$ cat src/rtl/jpeg_block_sequencer_if.sv
// Handshake and status bundle between the JPEG block sequencer and its environment.
// The sequencer is the slave side; the controlling agent (or bench) is the master.
interface jpeg_block_sequencer_if;
    logic        start;
    logic        comp_is_luma;
    logic        huff_done;
    logic        abort;
    logic        start_ready;
    logic        input_enable;
    logic        dct_enable;
    logic        dct_end_enable;
    logic [7:0]  matrix_row;
    logic        zigzag_input_enable;
    logic        zigag_enable;
    logic        Huffman_start;
    logic        is_luminance;
    logic        block_done;
    logic        timeout_err;
    logic [15:0] block_count;

    modport master (
        output start, comp_is_luma, huff_done, abort,
        input  start_ready, input_enable, dct_enable, dct_end_enable, matrix_row,
               zigzag_input_enable, zigag_enable, Huffman_start, is_luminance,
               block_done, timeout_err, block_count
    );

    modport slave (
        input  start, comp_is_luma, huff_done, abort,
        output start_ready, input_enable, dct_enable, dct_end_enable, matrix_row,
               zigzag_input_enable, zigag_enable, Huffman_start, is_luminance,
               block_done, timeout_err, block_count
    );
endinterface

$ cat src/rtl/jpeg_block_sequencer.sv
// Per-block control sequencer for a JPEG encoder pipeline: load, DCT, quantize rows,
// zigzag, then Huffman handoff with a bounded wait. All outputs are registered.
module jpeg_block_sequencer #(
    parameter int unsigned DCT_CYCLES   = 4,
    parameter int unsigned HUFF_TIMEOUT = 255
) (
    input logic                    clock,
    input logic                    reset_n,
    jpeg_block_sequencer_if.slave  bus
);

    typedef enum logic [3:0] {
        StIdle, StLoad, StDct, StDctEnd, StQuant, StZigzag, StHstart, StHwait, StDone
    } state_e;

    state_e      state_q, state_d;
    logic [15:0] cnt_q, cnt_d;
    logic        luma_q, luma_d;
    logic        timeout_d;
    logic [15:0] block_count_q, block_count_d;

    logic        start_ready_q, input_enable_q, dct_enable_q, dct_end_enable_q;
    logic [7:0]  matrix_row_q;
    logic        zigzag_input_enable_q, zigag_enable_q, huffman_start_q;
    logic        block_done_q, timeout_err_q;

    always_comb begin
        state_d       = state_q;
        cnt_d         = cnt_q;
        luma_d        = luma_q;
        timeout_d     = 1'b0;
        block_count_d = block_count_q;

        unique case (state_q)
            StIdle: begin
                // abort together with start keeps the block idle
                if (bus.start && !bus.abort) begin
                    state_d = StLoad;
                    luma_d  = bus.comp_is_luma;
                end
            end
            StLoad: begin
                state_d = StDct;
                cnt_d   = '0;
            end
            StDct: begin
                if (cnt_q == 16'(DCT_CYCLES - 1)) begin
                    state_d = StDctEnd;
                    cnt_d   = '0;
                end else begin
                    cnt_d = cnt_q + 16'd1;
                end
            end
            StDctEnd: begin
                state_d = StQuant;
                cnt_d   = '0;
            end
            StQuant: begin
                // two cycles per row: cnt[3:1] is the row, cnt[0] marks the write cycle
                if (cnt_q == 16'd15) begin
                    state_d = StZigzag;
                    cnt_d   = '0;
                end else begin
                    cnt_d = cnt_q + 16'd1;
                end
            end
            StZigzag: state_d = StHstart;
            StHstart: begin
                state_d = StHwait;
                cnt_d   = 16'd1;
            end
            StHwait: begin
                // completion wins over an expiring wait in the same cycle
                if (bus.huff_done) begin
                    state_d       = StDone;
                    cnt_d         = '0;
                    block_count_d = block_count_q + 16'd1;
                end else if (cnt_q == 16'(HUFF_TIMEOUT)) begin
                    state_d   = StIdle;
                    cnt_d     = '0;
                    timeout_d = 1'b1;
                end else begin
                    cnt_d = cnt_q + 16'd1;
                end
            end
            StDone:  state_d = StIdle;
            default: state_d = StIdle;
        endcase

        if (state_q != StIdle && bus.abort) begin
            state_d       = StIdle;
            cnt_d         = '0;
            timeout_d     = 1'b0;
            block_count_d = block_count_q;
        end
    end

    always_ff @(posedge clock or negedge reset_n) begin
        if (!reset_n) begin
            state_q               <= StIdle;
            cnt_q                 <= '0;
            luma_q                <= 1'b0;
            block_count_q         <= '0;
            start_ready_q         <= 1'b1;
            input_enable_q        <= 1'b0;
            dct_enable_q          <= 1'b0;
            dct_end_enable_q      <= 1'b0;
            matrix_row_q          <= '0;
            zigzag_input_enable_q <= 1'b0;
            zigag_enable_q        <= 1'b0;
            huffman_start_q       <= 1'b0;
            block_done_q          <= 1'b0;
            timeout_err_q         <= 1'b0;
        end else begin
            state_q               <= state_d;
            cnt_q                 <= cnt_d;
            luma_q                <= luma_d;
            block_count_q         <= block_count_d;
            start_ready_q         <= (state_d == StIdle);
            input_enable_q        <= (state_d == StLoad);
            dct_enable_q          <= (state_d == StDct);
            dct_end_enable_q      <= (state_d == StDctEnd);
            matrix_row_q          <= (state_d == StQuant) ? {5'd0, cnt_d[3:1]} : 8'd0;
            zigzag_input_enable_q <= (state_d == StQuant) && cnt_d[0];
            zigag_enable_q        <= (state_d == StZigzag);
            huffman_start_q       <= (state_d == StHstart);
            block_done_q          <= (state_d == StDone);
            timeout_err_q         <= timeout_d;
        end
    end

    assign bus.start_ready         = start_ready_q;
    assign bus.input_enable        = input_enable_q;
    assign bus.dct_enable          = dct_enable_q;
    assign bus.dct_end_enable      = dct_end_enable_q;
    assign bus.matrix_row          = matrix_row_q;
    assign bus.zigzag_input_enable = zigzag_input_enable_q;
    assign bus.zigag_enable        = zigag_enable_q;
    assign bus.Huffman_start       = huffman_start_q;
    assign bus.is_luminance        = luma_q;
    assign bus.block_done          = block_done_q;
    assign bus.timeout_err         = timeout_err_q;
    assign bus.block_count         = block_count_q;

endmodule

$ cat src/flat_wrapper.sv
// flat-port wrapper written by rule: the top's interface ports become plain ports
module jpeg_block_sequencer_flat 
#(
    parameter int unsigned DCT_CYCLES   = 4,
    parameter int unsigned HUFF_TIMEOUT = 255
)
  (clock, reset_n, bus_start, bus_comp_is_luma, bus_huff_done, bus_abort, bus_start_ready, bus_input_enable, bus_dct_enable, bus_dct_end_enable, bus_matrix_row, bus_zigzag_input_enable, bus_zigag_enable, bus_Huffman_start, bus_is_luminance, bus_block_done, bus_timeout_err, bus_block_count);
  jpeg_block_sequencer_if bus_i ();
  input logic clock;
  input logic reset_n;
  input wire logic [$bits(bus_i.start)-1:0] bus_start;
  input wire logic [$bits(bus_i.comp_is_luma)-1:0] bus_comp_is_luma;
  input wire logic [$bits(bus_i.huff_done)-1:0] bus_huff_done;
  input wire logic [$bits(bus_i.abort)-1:0] bus_abort;
  output wire logic [$bits(bus_i.start_ready)-1:0] bus_start_ready;
  output wire logic [$bits(bus_i.input_enable)-1:0] bus_input_enable;
  output wire logic [$bits(bus_i.dct_enable)-1:0] bus_dct_enable;
  output wire logic [$bits(bus_i.dct_end_enable)-1:0] bus_dct_end_enable;
  output wire logic [$bits(bus_i.matrix_row)-1:0] bus_matrix_row;
  output wire logic [$bits(bus_i.zigzag_input_enable)-1:0] bus_zigzag_input_enable;
  output wire logic [$bits(bus_i.zigag_enable)-1:0] bus_zigag_enable;
  output wire logic [$bits(bus_i.Huffman_start)-1:0] bus_Huffman_start;
  output wire logic [$bits(bus_i.is_luminance)-1:0] bus_is_luminance;
  output wire logic [$bits(bus_i.block_done)-1:0] bus_block_done;
  output wire logic [$bits(bus_i.timeout_err)-1:0] bus_timeout_err;
  output wire logic [$bits(bus_i.block_count)-1:0] bus_block_count;
  assign bus_i.start = bus_start;
  assign bus_i.comp_is_luma = bus_comp_is_luma;
  assign bus_i.huff_done = bus_huff_done;
  assign bus_i.abort = bus_abort;
  assign bus_start_ready = bus_i.start_ready;
  assign bus_input_enable = bus_i.input_enable;
  assign bus_dct_enable = bus_i.dct_enable;
  assign bus_dct_end_enable = bus_i.dct_end_enable;
  assign bus_matrix_row = bus_i.matrix_row;
  assign bus_zigzag_input_enable = bus_i.zigzag_input_enable;
  assign bus_zigag_enable = bus_i.zigag_enable;
  assign bus_Huffman_start = bus_i.Huffman_start;
  assign bus_is_luminance = bus_i.is_luminance;
  assign bus_block_done = bus_i.block_done;
  assign bus_timeout_err = bus_i.timeout_err;
  assign bus_block_count = bus_i.block_count;
  jpeg_block_sequencer #(.DCT_CYCLES(DCT_CYCLES), .HUFF_TIMEOUT(HUFF_TIMEOUT)) u_core (.clock(clock), .reset_n(reset_n), .bus(bus_i));
endmodule
$ cat config.mk
export PLATFORM = sky130hd
export DESIGN_NAME = jpeg_block_sequencer_flat
export DESIGN_NICKNAME = d
export VERILOG_FILES = /design/src/rtl/jpeg_block_sequencer_if.sv /design/src/rtl/jpeg_block_sequencer.sv /design/src/flat_wrapper.sv
export SDC_FILE = /design/constraint.sdc
export NUM_CORES = 1
export LEC_CHECK = 0
export ABC_AREA = 1
export CAP_MARGIN = 30
export CELL_PAD_IN_SITES_DETAIL_PLACEMENT = 0
export CELL_PAD_IN_SITES_GLOBAL_PLACEMENT = 2
export CORE_UTILIZATION = 35
export CTS_CLUSTER_SIZE = 8
export DETAILED_ROUTE_END_ITERATION = 6
export GPL_ROUTABILITY_DRIVEN = 0
export HOLD_SLACK_MARGIN = 0.15
export PLACE_DENSITY_LB_ADDON = 0.1
export SLEW_MARGIN = 20
export SYNTH_ARGS = -nofsm -noshare
export SYNTH_HDL_FRONTEND = slang
export SYNTH_SLANG_ARGS = --single-unit
$ cat constraint.sdc
create_clock -name clock -period 3.3 [get_ports clock]
set_input_delay 0.66 -clock clock [delete_from_list [all_inputs] [get_ports clock]]
set_output_delay 0.66 -clock clock [all_outputs]
set_load 0.05 [all_outputs]
==> results of run 1 <==
[report_power, final]
group          leakage, nW  switching, mW  internal [mW]
logic                0.793          0.667          0.256
registers            0.659         0.0531          0.677
clock network       0.0681          0.217          0.301
total                 1.52          0.937           1.23
[kinds of logic after synthesis]
| kind of cell | count (synthesis) | synth area share |
|---|---|---|
| adders and majority gates | 2 | 0.00926 |
| other | 1 | 0.00139 |
| DFF | 49 | 0.454 |
| xor gates and xnor gates | 23 | 0.0746 |
| buffers and inverters | 56 | 0.0917 |
| and+or+nand+nor | 158 | 0.300 |
| AOI/OAI and AO/OA | 22 | 0.0690 |
[cells in the final DEF (no fill, tap or decap), types with 6 or more instances in the layout]
| cell | n |
|---|---|
| inv_1 | 43 |
| dfrtp_1 | 48 |
| o21ai_0 | 6 |
| nor2_2 | 6 |
| clkdlybuf4s50_1 | 33 |
| nor2_1 | 24 |
| nand4_1 | 11 |
| xor2_1 | 18 |
| nand3_1 | 25 |
| nand2_2 | 9 |
| o22ai_2 | 9 |
| nand2_1 | 59 |
| nor3_1 | 9 |
[flip-flops by register name (all words and copies together), names as in the netlist]
signal	flops
u_core.bus.block_count	16
u_core.cnt_q	16
u_core.state_q	4
u_core.bus.matrix_row	3
u_core.bus.Huffman_start	1
u_core.bus.block_done	1
u_core.bus.dct_enable	1
u_core.bus.dct_end_enable	1
u_core.bus.input_enable	1
u_core.bus.is_luminance	1
u_core.bus.start_ready	1
u_core.bus.timeout_err	1
u_core.bus.zigag_enable	1
u_core.bus.zigzag_input_enable	1
[per-layer routing]
layer / global-route usage / share of wire / vias to the layer above
li1: - / - / 1058
met1: 0.217 / 0.51 / 972
met2: 0.247 / 0.45 / 39
met3: 0.0262 / 0.033 / 6
met4: 0.0363 / 0.0097 / 0
met5: 0 / 0 / -
[final timing paths]
check	slack, ns	depth (start not counted)	to	startpoint
max	1.02	1	bus_start_ready	u_core.bus.start_ready$_DFF_PN1_
min	0.33	1	u_core.bus.dct_enable$_DFF_PN0_	reset_n
max reg2reg	1.37	7	u_core.cnt_q[13]$_DFFE_PN0P_	u_core.cnt_q[0]$_DFF_PN0_
min reg2reg	0.48	1	u_core.bus.block_count[15]$_DFFE_PN0P_	u_core.bus.block_count[15]$_DFFE_PN0P_
max in group asynchronous	2.21	2	u_core.bus.block_count[9]$_DFFE_PN0P_	reset_n
min in group clock	0.48	1	u_core.bus.block_count[15]$_DFFE_PN0P_	u_core.bus.block_count[15]$_DFFE_PN0P_
[metrics by stage]
step / instances / setup slack [ns] / power, mW / area, µm²
after floorplan: 315 / 1.51 / 1.45 / 2720
after global placement: 441 / 1.05 / 1.69 / 3120
after detailed placement: 441 / 1.03 / 1.68 / 3120
after CTS: 449 / 1.01 / 2.20 / 3250
after global routing: 449 / 0.967 / 2.31 / 3250
final: 449 / 1.02 / 2.17 / 3250
[final cells by class]
| class | count | area, µm² |
|---|---|---|
| sequential | 49 | 1230 |
| multi-input combinational | 210 | 1240 |
| fill | 775 | 4120 |
| clock inverter | 3 | 65.1 |
| inverter | 48 | 180 |
| tap | 99 | 124 |
| timing repair buffer | 35 | 343 |
| clock buffer | 5 | 68.8 |
==> reports/results.tsv, run 1 <==
metric	value	unit
status	finished, final reports clean	
gr ovfl total	0	
Synth async-reset ratio	1.00	
# rows	31	
crit end category	output pin	
CTS tree	done	
Max Fclk	438	MHz
Yosys top cell area share	0.445	
mean area per synthesized cell	8.69	µm²
Synth area leader	dfrtp_1	
Critical Path RT	2.64	ns
Period minus WS final	2.28	ns
clk_lat worst skew	0.31	ns
Worst Setup Start Kind	flop	
count leader, synth	nand2_1	
yosys warns	0	
CTS Hold Bufs	0	
#FFs+latches synth	49	
Remaining DRCs	0	
Slew Viols, Final	0	
# diodes	0	
CP delay by family, top	buffers and inverters	
most frequent cells after synthesis	nand2_1 (59), dfrtp_1 (48), inv_1 (43), nand3_1 (25), nor2_1 (24)	
CP max stage delay	0.79	ns
CP Max Fanout	1	
1st-iter DRT viols	53	
Syn-to-layout area delta	20.3	%
max_slew headroom	0.624	
fin crit share	0.691	
ratio of cells with drive above 1 in the final layout	0.149	
Final Routed Wirelength	5.85	mm
Core Area	7370	µm²
DR vias/cell	4.62	
RSZ-0062 raised after global routing	false	
vias	2075	
clk sinks	49	
leakage power	1.52	nW
# Max-Cap Violations	0	
crit path max-delay cell type	clkdlybuf4s50_1	
DR pass1 iterations	4	
Port Buffers	34	
CTS Buf Count	5	
Detailed Place HPWL	4.29	mm
Final Core Density	0.441	
pwr dens	668	nW/µm²
synth top area cells	dfrtp_1 (44%), nand2_1 (8.2%), inv_1 (6.0%)	
number of global-route vias before repair	2039	
Syn Inst Count	311	
VDD IR max	369	µV
clock slew at reported path FFs	0.10	ns
global-route wire length before repair	10.0	mm
Die ar.	8070	µm²
largest net degree at the start of global routing	27	
cell area after synthesis	2700	µm²
initial core utilization	0.367	
Netlist cell types	34	
CTS H-tree depth	2	
final setup fails	0	
initial antenna violation count	0	
CP Data Arrival Time	1.62	ns
Longest Clk Path Bufs	2	
drt wl/cell	13.0	µm
gr usage total	0.154	
Main synth FF type	dfrtp_1	
hold crit path type	primary input to async pin	
Worst Skew	0.00896	ns
EDFF count, synth	0	
Root Buffer	clkbuf_8	
Net count, final	357	
crit-path cells	clkdlybuf4s50_1	
setup TNS	0	ns
Buffers & Inverters on Critical Path	1	
Post-CTS Repair Setup Buffers	0	
post-synthesis sequential area ratio	0.454	
Final Hold Vio Count	0	
Die Y	89.9	µm
I/O pin count	40	
worst-margin pin slew	0.564	ns
Worst Hold Slack	0.330	ns
Horiz. Die Dim	89.9	µm
Crit Path Category	flop to output pin	
post-route ant nets	0	
post-CTS resize count	0	
No activity file was read; power rests on OpenSTA's default activity.
==> run 2: changes to the inputs <==
CORE_UTILIZATION = 29   (was 35)
clock period = 1.88 ns   (was 3.3 ns; I/O delays follow)
==> run 2 against run 1 <==
The flow now finishes with violations (design-rule violations). First-iteration DRC count up 30%. Final cell count up 6.0%. Die area up 20%. Worst setup slack worse by 0.96 ns. Global-route usage down 1.0 points. Combinational power up 99%. Sequential power up 75%. Hold slack better by 0.15 ns. Clock power up 37%. Non-clock buffer count up 18.
==> reports/results.tsv, run 2 (same netlist as run 1, synthesis figures left out) <==
metric	value	unit
ratio of cells with drive above 1 in the final layout	0.253	
Detailed Place HPWL	4.82	mm
# diodes	0	
Final Routed Wirelength	6.46	mm
clk_lat worst skew	0.31	ns
# rows	34	
commonest non-fill, non-tap cell in the layout	nand2_1	
global-route wire length before repair	11.0	mm
Final Hold Vio Count	0	
clk sinks	49	
gr ovfl total	0	
Slew Viols, Final	0	
Remaining DRCs	1	
worst setup margin	0.0611	ns
Period minus WS final	1.82	ns
post-route ant nets	0	
pre-CTS setup slack	0.0136	ns
Worst Setup Start Kind	flop	
# Max-Cap Violations	0	
CTS tree	done	
initial core utilization	0.305	
vias	2194	
number of global-route vias before repair	2202	
Worst Skew	0.00942	ns
Root Buffer	clkbuf_8	
I/O pin count	40	
CP Max Fanout	1	
Critical Path RT	1.50	ns
largest net degree at the start of global routing	35	
CP max stage delay	0.79	ns
Buffers & Inverters on Critical Path	1	
drt wl/cell	13.6	µm
Net count, final	375	
DR pass1 iterations	7	
VDD IR max	620	µV
CP Data Arrival Time	1.44	ns
Crit Path Category	flop to output pin	
CTS H-tree depth	2	
setup TNS	0	ns
Final Core Density	0.380	
Max Fclk	550	MHz
fillcell total	923	
DR vias/cell	4.61	
fin crit share	0.967	
crit end category	output pin	
clock slew at reported path FFs	0.11	ns
max_slew headroom	0.663	
pwr dens	1140	nW/µm²
Horiz. Die Dim	98.5	µm
CP delay by family, top	buffers and inverters	
commonest non-fill, non-tap cells in the layout	nand2_1 (59), dfrtp_1 (48), inv_1 (43)	
worst-margin pin slew	0.505	ns
leakage power	1.73	nW
1st-iter DRT viols	69	
Die Y	98.5	µm
hold crit path type	flop to flop	
Core Area	8850	µm²
Syn-to-layout area delta	24.4	%
final setup fails	0	
initial antenna violation count	0	
failing checks	design-rule violations	
RSZ-0062 raised after global routing	false	
Die ar.	9710	µm²
crit-path cells	clkdlybuf4s50_1	
Longest Clk Path Bufs	2	
crit path max-delay cell type	clkdlybuf4s50_1	
Port Buffers	34	
status	finished with violations	
gr usage total	0.144	
CTS Buf Count	5	
[run 2: cell types whose count changed in the layout (fill, tap and decap cells not counted), sizes merged]
cell / delta
buf: +37
bufinv: -2
clkdlybuf4s50: -26
dlygate4sd3: +1
dlymetal6s2s: +6
inv: +2
[run 2: what timing repair did]
action,4_1_cts,5_1_grt
endpoints found under the setup margin,0,17
setup buffers,0,1
hold endpoints to repair,48,0
hold buffers,1,0
resized for setup,0,11
[run 2: power by group]
| group | leakage (nW) | total, mW | internal, mW | switching [mW] |
|---|---|---|---|---|
| combinational | 1.02 | 1.84 | 0.594 | 1.25 |
| clock | 0.0506 | 0.709 | 0.280 | 0.429 |
| sequential | 0.659 | 1.28 | 1.19 | 0.0950 |
| total | 1.73 | 3.83 | 2.06 | 1.77 |
[run 2: final timing paths]
check,slack (ns),from,endpoint,cells after the start
setup / recovery,0.06,u_core.bus.zigag_enable$_DFF_PN0_,bus_zigag_enable,1
setup reg to reg,0.19,u_core.cnt_q[1]$_DFF_PN0_,u_core.bus.matrix_row[0]$_DFF_PN0_,8
hold / removal,0.48,u_core.bus.block_count[15]$_DFFE_PN0P_,u_core.bus.block_count[15]$_DFFE_PN0P_,1
hold reg to reg,0.48,u_core.bus.block_count[15]$_DFFE_PN0P_,u_core.bus.block_count[15]$_DFFE_PN0P_,1
min in group asynchronous,0.54,reset_n,u_core.bus.is_luminance$_DFFE_PN0P_,3
max in group asynchronous,0.90,reset_n,u_core.bus.start_ready$_DFF_PN1_,3
[run 2: per-stage QoR]
stage          hold WS (ns)  std cells  area (µm²)  power, mW
2_1_floorplan        0.0804        315        2720       2.55
3_3_place_gp          0.350        466        3210       3.17
3_5_place_dp          0.354        466        3210       3.14
4_1_cts               0.494        475        3320       3.87
5_1_grt               0.502        476        3360       4.10
6_report              0.480        476        3360       3.83
[run 2: per-layer routing]
metal / global-route usage / wire length [µm]
met1: 0.202 / 3180
met2: 0.225 / 2990
met3: 0.0362 / 253
met4: 0.0310 / 37
met5: 0 / 0
[run 2: cell type report]
type	instances	area, µm²	area share
sequential	49	1230	0.365
timing repair buffer	53	458	0.136
multi-input combinational	210	1260	0.375
clock inverter	3	28.8	0.00857
inverter	48	180	0.0536
tap	108	135	0.0402
clock buffer	5	68.8	0.0205
==> run 3: changes to the inputs <==
CTS_CLUSTER_DIAMETER = 60   (was not set)
==> results of run 3 <==
Same layout as run 2: the final DEF is identical, and so are final timing and power.
